File: src/rtl/ps2_host_transmitter_if.sv
// Host-side command byte handshake for the PS/2 transmitter.
// The master offers a byte with tx_valid/tx_data; the slave (transmitter)
// reports readiness and the outcome of each transfer.
interface ps2_host_transmitter_if;
  logic [7:0] tx_data;
  logic       tx_valid;
  logic       tx_ready;
  logic       tx_done;
  logic       tx_ack_ok;
  logic       tx_error;

  modport master (
    output tx_data, tx_valid,
    input  tx_ready, tx_done, tx_ack_ok, tx_error
  );

  modport slave (
    input  tx_data, tx_valid,
    output tx_ready, tx_done, tx_ack_ok, tx_error
  );
endinterface

File: src/rtl/ps2_host_transmitter.sv
// Host-to-device PS/2 transmitter. Inhibits the bus by holding the PS/2
// clock low, issues a request-to-send (data low, clock released), then
// shifts the byte, odd parity and stop bit out on the keyboard's falling
// clock edges and samples the device's ack bit. A timeout aborts a transfer
// if the keyboard stops clocking. All outputs are registered; the
// asynchronous reset releases both open-drain lines immediately.
module ps2_host_transmitter #(
  parameter int unsigned INHIBIT_CYCLES = 10_000,
  parameter int unsigned TIMEOUT_CYCLES = 2_000_000
) (
  input  logic                         clk,
  input  logic                         rst,
  input  logic                         ps2_clk_i,
  input  logic                         ps2_data_i,
  ps2_host_transmitter_if.slave        tx_if,
  output logic                         ps2_clk_drive_low_o,
  output logic                         ps2_data_drive_low_o,
  output logic                         rx_inhibit_o
);

  localparam int INH_W = $clog2(INHIBIT_CYCLES + 1);
  localparam int TO_W  = $clog2(TIMEOUT_CYCLES + 1);
  // Data goes low one cycle before the clock is released, so both lines
  // are low together on the final inhibit cycle.
  localparam logic [INH_W-1:0] INH_DATA = INH_W'(INHIBIT_CYCLES - 2);
  localparam logic [INH_W-1:0] INH_LAST = INH_W'(INHIBIT_CYCLES - 1);
  localparam logic [TO_W-1:0]  TO_LAST  = TO_W'(TIMEOUT_CYCLES - 1);

  typedef enum logic [2:0] {
    ST_IDLE,
    ST_INHIBIT,
    ST_REQUEST,
    ST_WAIT_ACK,
    ST_WAIT_IDLE
  } state_t;

  state_t           state_q;
  logic             clk_s0_q, clk_s1_q, clk_prev_q;
  logic             data_s0_q, data_s1_q;
  logic [9:0]       shift_q;
  logic [3:0]       bit_idx_q;
  logic [INH_W-1:0] inh_cnt_q;
  logic [TO_W-1:0]  to_cnt_q;
  logic             ack_q;
  logic             tx_ready_q, clk_low_q, data_low_q, inhibit_q;
  logic             done_q, ack_ok_q, error_q;
  logic             clk_fall;
  logic             to_hit;

  assign clk_fall = clk_prev_q & ~clk_s1_q;
  assign to_hit   = (to_cnt_q == TO_LAST);

  // Two-flop synchronisers for the raw pins plus a delayed copy of the
  // synchronised clock for falling-edge detection; idle-high after reset.
  always_ff @(posedge clk or posedge rst) begin
    if (rst) begin
      clk_s0_q   <= 1'b1;
      clk_s1_q   <= 1'b1;
      clk_prev_q <= 1'b1;
      data_s0_q  <= 1'b1;
      data_s1_q  <= 1'b1;
    end else begin
      clk_s0_q   <= ps2_clk_i;
      clk_s1_q   <= clk_s0_q;
      clk_prev_q <= clk_s1_q;
      data_s0_q  <= ps2_data_i;
      data_s1_q  <= data_s0_q;
    end
  end

  // Transfer sequencer: inhibit, request, shift on keyboard edges, ack, idle.
  always_ff @(posedge clk or posedge rst) begin
    if (rst) begin
      state_q    <= ST_IDLE;
      shift_q    <= '0;
      bit_idx_q  <= '0;
      inh_cnt_q  <= '0;
      to_cnt_q   <= '0;
      ack_q      <= 1'b0;
      tx_ready_q <= 1'b1;
      clk_low_q  <= 1'b0;
      data_low_q <= 1'b0;
      inhibit_q  <= 1'b0;
      done_q     <= 1'b0;
      ack_ok_q   <= 1'b0;
      error_q    <= 1'b0;
    end else begin
      done_q  <= 1'b0;
      error_q <= 1'b0;
      case (state_q)
        ST_IDLE: begin
          if (tx_if.tx_valid) begin
            // Frame bits in shift order: d0..d7, odd parity, stop.
            shift_q    <= {1'b1, ~^tx_if.tx_data, tx_if.tx_data};
            bit_idx_q  <= '0;
            inh_cnt_q  <= '0;
            to_cnt_q   <= '0;
            ack_q      <= 1'b0;
            ack_ok_q   <= 1'b0;
            tx_ready_q <= 1'b0;
            inhibit_q  <= 1'b1;
            clk_low_q  <= 1'b1;
            state_q    <= ST_INHIBIT;
          end
        end
        ST_INHIBIT: begin
          inh_cnt_q <= inh_cnt_q + 1'b1;
          if (inh_cnt_q == INH_DATA) begin
            data_low_q <= 1'b1;
          end
          if (inh_cnt_q == INH_LAST) begin
            clk_low_q <= 1'b0;
            state_q   <= ST_REQUEST;
          end
        end
        ST_REQUEST, ST_WAIT_ACK, ST_WAIT_IDLE: begin
          if (to_hit) begin
            clk_low_q  <= 1'b0;
            data_low_q <= 1'b0;
            error_q    <= 1'b1;
            tx_ready_q <= 1'b1;
            inhibit_q  <= 1'b0;
            state_q    <= ST_IDLE;
          end else begin
            to_cnt_q <= to_cnt_q + 1'b1;
            if (state_q == ST_REQUEST) begin
              if (clk_fall) begin
                data_low_q <= ~shift_q[bit_idx_q];
                bit_idx_q  <= bit_idx_q + 1'b1;
                if (bit_idx_q == 4'd9) begin
                  state_q <= ST_WAIT_ACK;
                end
              end
            end else if (state_q == ST_WAIT_ACK) begin
              if (clk_fall) begin
                ack_q   <= ~data_s1_q;
                state_q <= ST_WAIT_IDLE;
              end
            end else begin
              if (clk_s1_q && data_s1_q) begin
                done_q     <= 1'b1;
                ack_ok_q   <= ack_q;
                tx_ready_q <= 1'b1;
                inhibit_q  <= 1'b0;
                state_q    <= ST_IDLE;
              end
            end
          end
        end
        default: begin
          clk_low_q  <= 1'b0;
          data_low_q <= 1'b0;
          tx_ready_q <= 1'b1;
          inhibit_q  <= 1'b0;
          state_q    <= ST_IDLE;
        end
      endcase
    end
  end

  assign tx_if.tx_ready       = tx_ready_q;
  assign tx_if.tx_done        = done_q;
  assign tx_if.tx_ack_ok      = ack_ok_q;
  assign tx_if.tx_error       = error_q;
  assign ps2_clk_drive_low_o  = clk_low_q;
  assign ps2_data_drive_low_o = data_low_q;
  assign rx_inhibit_o         = inhibit_q;

endmodule

File: src/flat_wrapper.sv
// flat-port wrapper written by rule: the top's interface ports become plain ports
module ps2_host_transmitter_flat 
#(
  parameter int unsigned INHIBIT_CYCLES = 10_000,
  parameter int unsigned TIMEOUT_CYCLES = 2_000_000
)
  (clk, rst, ps2_clk_i, ps2_data_i, ps2_clk_drive_low_o, ps2_data_drive_low_o, rx_inhibit_o, tx_if_tx_data, tx_if_tx_valid, tx_if_tx_ready, tx_if_tx_done, tx_if_tx_ack_ok, tx_if_tx_error);
  ps2_host_transmitter_if tx_if_i ();
  input  logic clk;
  input  logic rst;
  input  logic ps2_clk_i;
  input  logic ps2_data_i;
  output logic ps2_clk_drive_low_o;
  output logic ps2_data_drive_low_o;
  output logic rx_inhibit_o;
  input wire logic [$bits(tx_if_i.tx_data)-1:0] tx_if_tx_data;
  input wire logic [$bits(tx_if_i.tx_valid)-1:0] tx_if_tx_valid;
  output wire logic [$bits(tx_if_i.tx_ready)-1:0] tx_if_tx_ready;
  output wire logic [$bits(tx_if_i.tx_done)-1:0] tx_if_tx_done;
  output wire logic [$bits(tx_if_i.tx_ack_ok)-1:0] tx_if_tx_ack_ok;
  output wire logic [$bits(tx_if_i.tx_error)-1:0] tx_if_tx_error;
  assign tx_if_i.tx_data = tx_if_tx_data;
  assign tx_if_i.tx_valid = tx_if_tx_valid;
  assign tx_if_tx_ready = tx_if_i.tx_ready;
  assign tx_if_tx_done = tx_if_i.tx_done;
  assign tx_if_tx_ack_ok = tx_if_i.tx_ack_ok;
  assign tx_if_tx_error = tx_if_i.tx_error;
  ps2_host_transmitter #(.INHIBIT_CYCLES(INHIBIT_CYCLES), .TIMEOUT_CYCLES(TIMEOUT_CYCLES)) u_core (.clk(clk), .rst(rst), .ps2_clk_i(ps2_clk_i), .ps2_data_i(ps2_data_i), .tx_if(tx_if_i), .ps2_clk_drive_low_o(ps2_clk_drive_low_o), .ps2_data_drive_low_o(ps2_data_drive_low_o), .rx_inhibit_o(rx_inhibit_o));
endmodule
File: config.mk
export PLATFORM = sky130hd
export DESIGN_NAME = ps2_host_transmitter_flat
export DESIGN_NICKNAME = d
export VERILOG_FILES = /design/src/rtl/ps2_host_transmitter_if.sv /design/src/rtl/ps2_host_transmitter.sv /design/src/flat_wrapper.sv
export SDC_FILE = /design/constraint.sdc
export NUM_CORES = 1
export LEC_CHECK = 0
export CAP_MARGIN = 20
export CELL_PAD_IN_SITES_DETAIL_PLACEMENT = 1
export CELL_PAD_IN_SITES_GLOBAL_PLACEMENT = 1
export CORE_ASPECT_RATIO = 1.4
export CORE_MARGIN = 10
export CORE_UTILIZATION = 42
export CTS_CLUSTER_DIAMETER = 40
export DETAILED_ROUTE_END_ITERATION = 8
export HOLD_SLACK_MARGIN = 0.1
export PLACE_DENSITY = 0.81
export SYNTH_ARGS = -nofsm -noshare
export SYNTH_HDL_FRONTEND = slang
export SYNTH_SLANG_ARGS = --single-unit
File: constraint.sdc
create_clock -name clk -period 2 [get_ports clk]
set_input_delay 0.4 -clock clk [delete_from_list [all_inputs] [get_ports clk]]
set_output_delay 0.4 -clock clk [all_outputs]
set_load 0.03 [all_outputs]
==> impl_metrics.toml <==
[layout]
layout_commonest_cell = "dfrtp_1"
area_delta_synth_final_pct = 27.18
finalInstanceArea_um2 = 4244
drive_above_1_share = 0.2117
mostFrequentLayoutCells = "57 x dfrtp_1, 48 x nand2_1, 42 x buf_4"
nets = 424
insertedDiodeCount = 0
instances_no_fill = 511
post-route-util = 0.5476

[clocking]
cts_root_buffer = "clkbuf_8"
cts.path.max_buffers = 2
clk_latency_ns = 0.36
cts_tree = "built"
clk_pin_slew_ns = 0.07
numCtsBuffers = 9
clock-sinks = 65
h-tree-depth = 3

[timing]
period_share = 0.9906
drv_slew = 0
setup_viol = 0
finalHoldViolCount = 0
slew_headroom = 0.6678
skew_ns = 0.008165
worst_slew_pin_slew_ns = 0.4949
period_needed_ns = 1.981
worst_slack_ns = 0.01873
rsz0062_at_grt = "yes"
fmax_mhz = 504.7

[placement]
dpl.hpwl_um = 6448
dpl-instance-area_um2 = 3940
dp.cells = 491
port_buffers = 19
pre_cts_ws_ns = -0.3280
gp_congestion = 0.8586

[worst_setup_path]
ff2ff_path_depth = 6
cp-end-kind = "register"
r2r-end = "u_core.bit_idx_q[3]"
rr_startpoint = "u_core.state_q[1]"
crit_start = "u_core.state_q[1]"
start_kind = "register"
critical_path.cell_chain = "or3b_1, nand2_2, o21ai_4, buf_4, or4_1, a21oi_1"
cp_max_fo = 6
crit_path_max_incr_delay_ns = 0.51
ff2ff_setup_slack_ns = 0.02
cp.arrival_ns = 2.26
crit_end = "u_core.bit_idx_q[3]"
required_ns = 2.28
worstSetupPathType = "register to register"
cp_slowest_cell = "or4_1"

[die]
dieArea_um2 = 11960
coreArea_um2 = 7750
num_rows = 38
die_h_um = 125.5
die_w_um = 95.34
io_pins = 20
start_util = 0.4306

[drt]
drt_wl_total_um = 9462
routed-via-count = 2851
vias_per_cell = 5.579
drc = 0
drt-pass1-iter-count = 4
drtIter0Drc = 123
wire_per_inst_um = 18.52
ant_nets = 0

[global_route]
grt_max_degree = 48
grt_pass1_vias = 3209
use_met1 = 0.1708
grt_antenna_before_repair = 0
grt.total_usage = 0.1668
use_met2 = 0.3054
grt_overflow = 0
met3_usage = 0.03293
busiest_layer = "met2"
grt_pass1_wl_um = 15730

[synthesis]
ys_warn_count = 0
synthSimpleGateAreaFrac = 0.2392
synth_top_family_by_area = "simple AND/OR/NAND/NOR gates"
synth_fp_nets = 364
synthMuxAreaShare = 0.04274
synth_xor_area_frac = 0.04462
avgSynthCellArea_um2 = 9.644
ys.flop_type = "dfrtp_1"
seq_area_frac_synth = 0.4897
syn_area_um2 = 3337
synth-edff-count = 0
async_flop_share = 1.000
synth_compound_area_frac = 0.1327
synthTopCellsByArea = "dfrtp_1 44%, nand2_1 5.5%, dfstp_2 4.7%"
synth_seq_cells = 65
yosys.area_share.adder = 0.01875
yosysUniqueCellTypes = 63
yosysTopAreaCell = "dfrtp_1"
synth_top_area_frac = 0.4424
synthCells = 346

[run]
maxCapViolCount = 0

[pwr]
leakage_nw = 1.868
ir_worst_vdd_mv = 0.6450
finalPower_mw = 4.998
power_density_nw_per_um2 = 1178

[hold_path]
min_path_type = "register to register"

[run_status]
status = "complete, no violations"
[stage by stage]
step | hold WS (ns) | setup TNS, ns
after floorplan | 0.3452 | 0
after global placement | 0.3466 | -1.150
after global routing | 0.3635 | -0.1174
after detailed placement | 0.3522 | -1.660
after CTS | 0.3621 | 0
final | 0.3603 | 0
[synth_stat cells, types with 2 or more instances]
cell type	number
a21bo_2	2
a21o_1	4
a21oi_1	12
and3_1	5
and4_1	4
buf_2	2
clkbuf_1	12
dfrtp_1	59
dfstp_2	6
ha_1	5
inv_1	8
mux2_2	2
mux2i_1	12
nand2_1	49
nand2b_1	6
nand3_1	20
nand4_1	6
nor2_1	22
nor2b_1	2
nor3_1	6
nor4_1	4
nor4b_1	2
o2111ai_1	2
o211ai_1	6
o21a_1	2
o21ai_0	15
o21ai_1	4
o31ai_1	7
or2_0	2
or3_1	8
or3b_1	2
or4_1	2
xnor2_1	9
xor2_1	8
[registers in the layout, summed over array words and instances, names as in the netlist]
signal                       flops
u_core.to_cnt_q                 21
u_core.inh_cnt_q                14
u_core.shift_q                  10
u_core.bit_idx_q                 4
u_core.state_q                   3
u_core.ack_q                     1
u_core.clk_prev_q                1
u_core.clk_s0_q                  1
u_core.clk_s1_q                  1
u_core.data_s0_q                 1
u_core.data_s1_q                 1
u_core.ps2_clk_drive_low_o       1
u_core.ps2_data_drive_low_o      1
u_core.rx_inhibit_o              1
u_core.tx_if.tx_ack_ok           1
u_core.tx_if.tx_done             1
u_core.tx_if.tx_error            1
u_core.tx_if.tx_ready            1
[worst min path at each step]
stage | from | cells past startpoint | to | slack (ns)
floorplan | u_core.clk_s0_q | 0 | u_core.clk_s1_q | 0.35
global placement | u_core.clk_s0_q | 0 | u_core.clk_s1_q | 0.35
detailed placement | u_core.data_s0_q | 0 | u_core.data_s1_q | 0.35
CTS | u_core.data_s0_q | 0 | u_core.data_s1_q | 0.36
global route | u_core.data_s0_q | 0 | u_core.data_s1_q | 0.36
finish | u_core.data_s0_q | 0 | u_core.data_s1_q | 0.36
[cell families (layout without fill, tap and decap cells)]
family	count (synthesis)	in the layout
AO/OA/AOI/OAI	67	67
buffers and inverters	25	90
multiplexers	14	14
flip-flops	65	65
XOR/XNOR	17	17
AND/OR/NAND/NOR	153	153
adder cells (fa/ha/maj)	5	5
[power breakdown]
| part | leakage (nW) | internal [mW] | switching [mW] |
|---|---|---|---|
| logic | 0.919 | 0.874 | 1.04 |
| registers | 0.843 | 1.61 | 0.274 |
| clock network | 0.107 | 0.678 | 0.523 |
[layout make-up]
| class | count | area (um^2) |
|---|---|---|
| Fill cell | 876 | 3506 |
| Multi-Input combinational cell | 256 | 1649 |
| Tap cell | 100 | 125.1 |
| Timing Repair Buffer | 65 | 588.1 |
| Inverter | 9 | 37.54 |
| Clock buffer | 14 | 172.7 |
| Clock inverter | 2 | 35.03 |
| Sequential cell | 65 | 1637 |
[worst max-delay path, delay by kind of cell, from the launching register on]
kind / cells / cell delay [ns]
AO/OA/AOI/OAI: 2 / 0.25
flip-flops: 1 / 0.44
buffers and inverters: 1 / 0.15
AND/OR/NAND/NOR: 3 / 1.05
[layer usage]
layer,share of wire,wire [um],up-vias
li1,-,-,1345
met1,0.37,3547,1457
met2,0.58,5458,27
met3,0.018,173,22
met4,0.030,283,0
met5,0,0,-
[timing repair]
action | in CTS | in global routing
gates resized for setup | 6 | 9
pin swaps | 1 | 2
setup buffers | 3 | 1
hold endpoints to repair | 0 | 0
endpoints found under the setup margin | 11 | 15
hold buffers | 0 | 0
(Power assumes the default switching activity.)
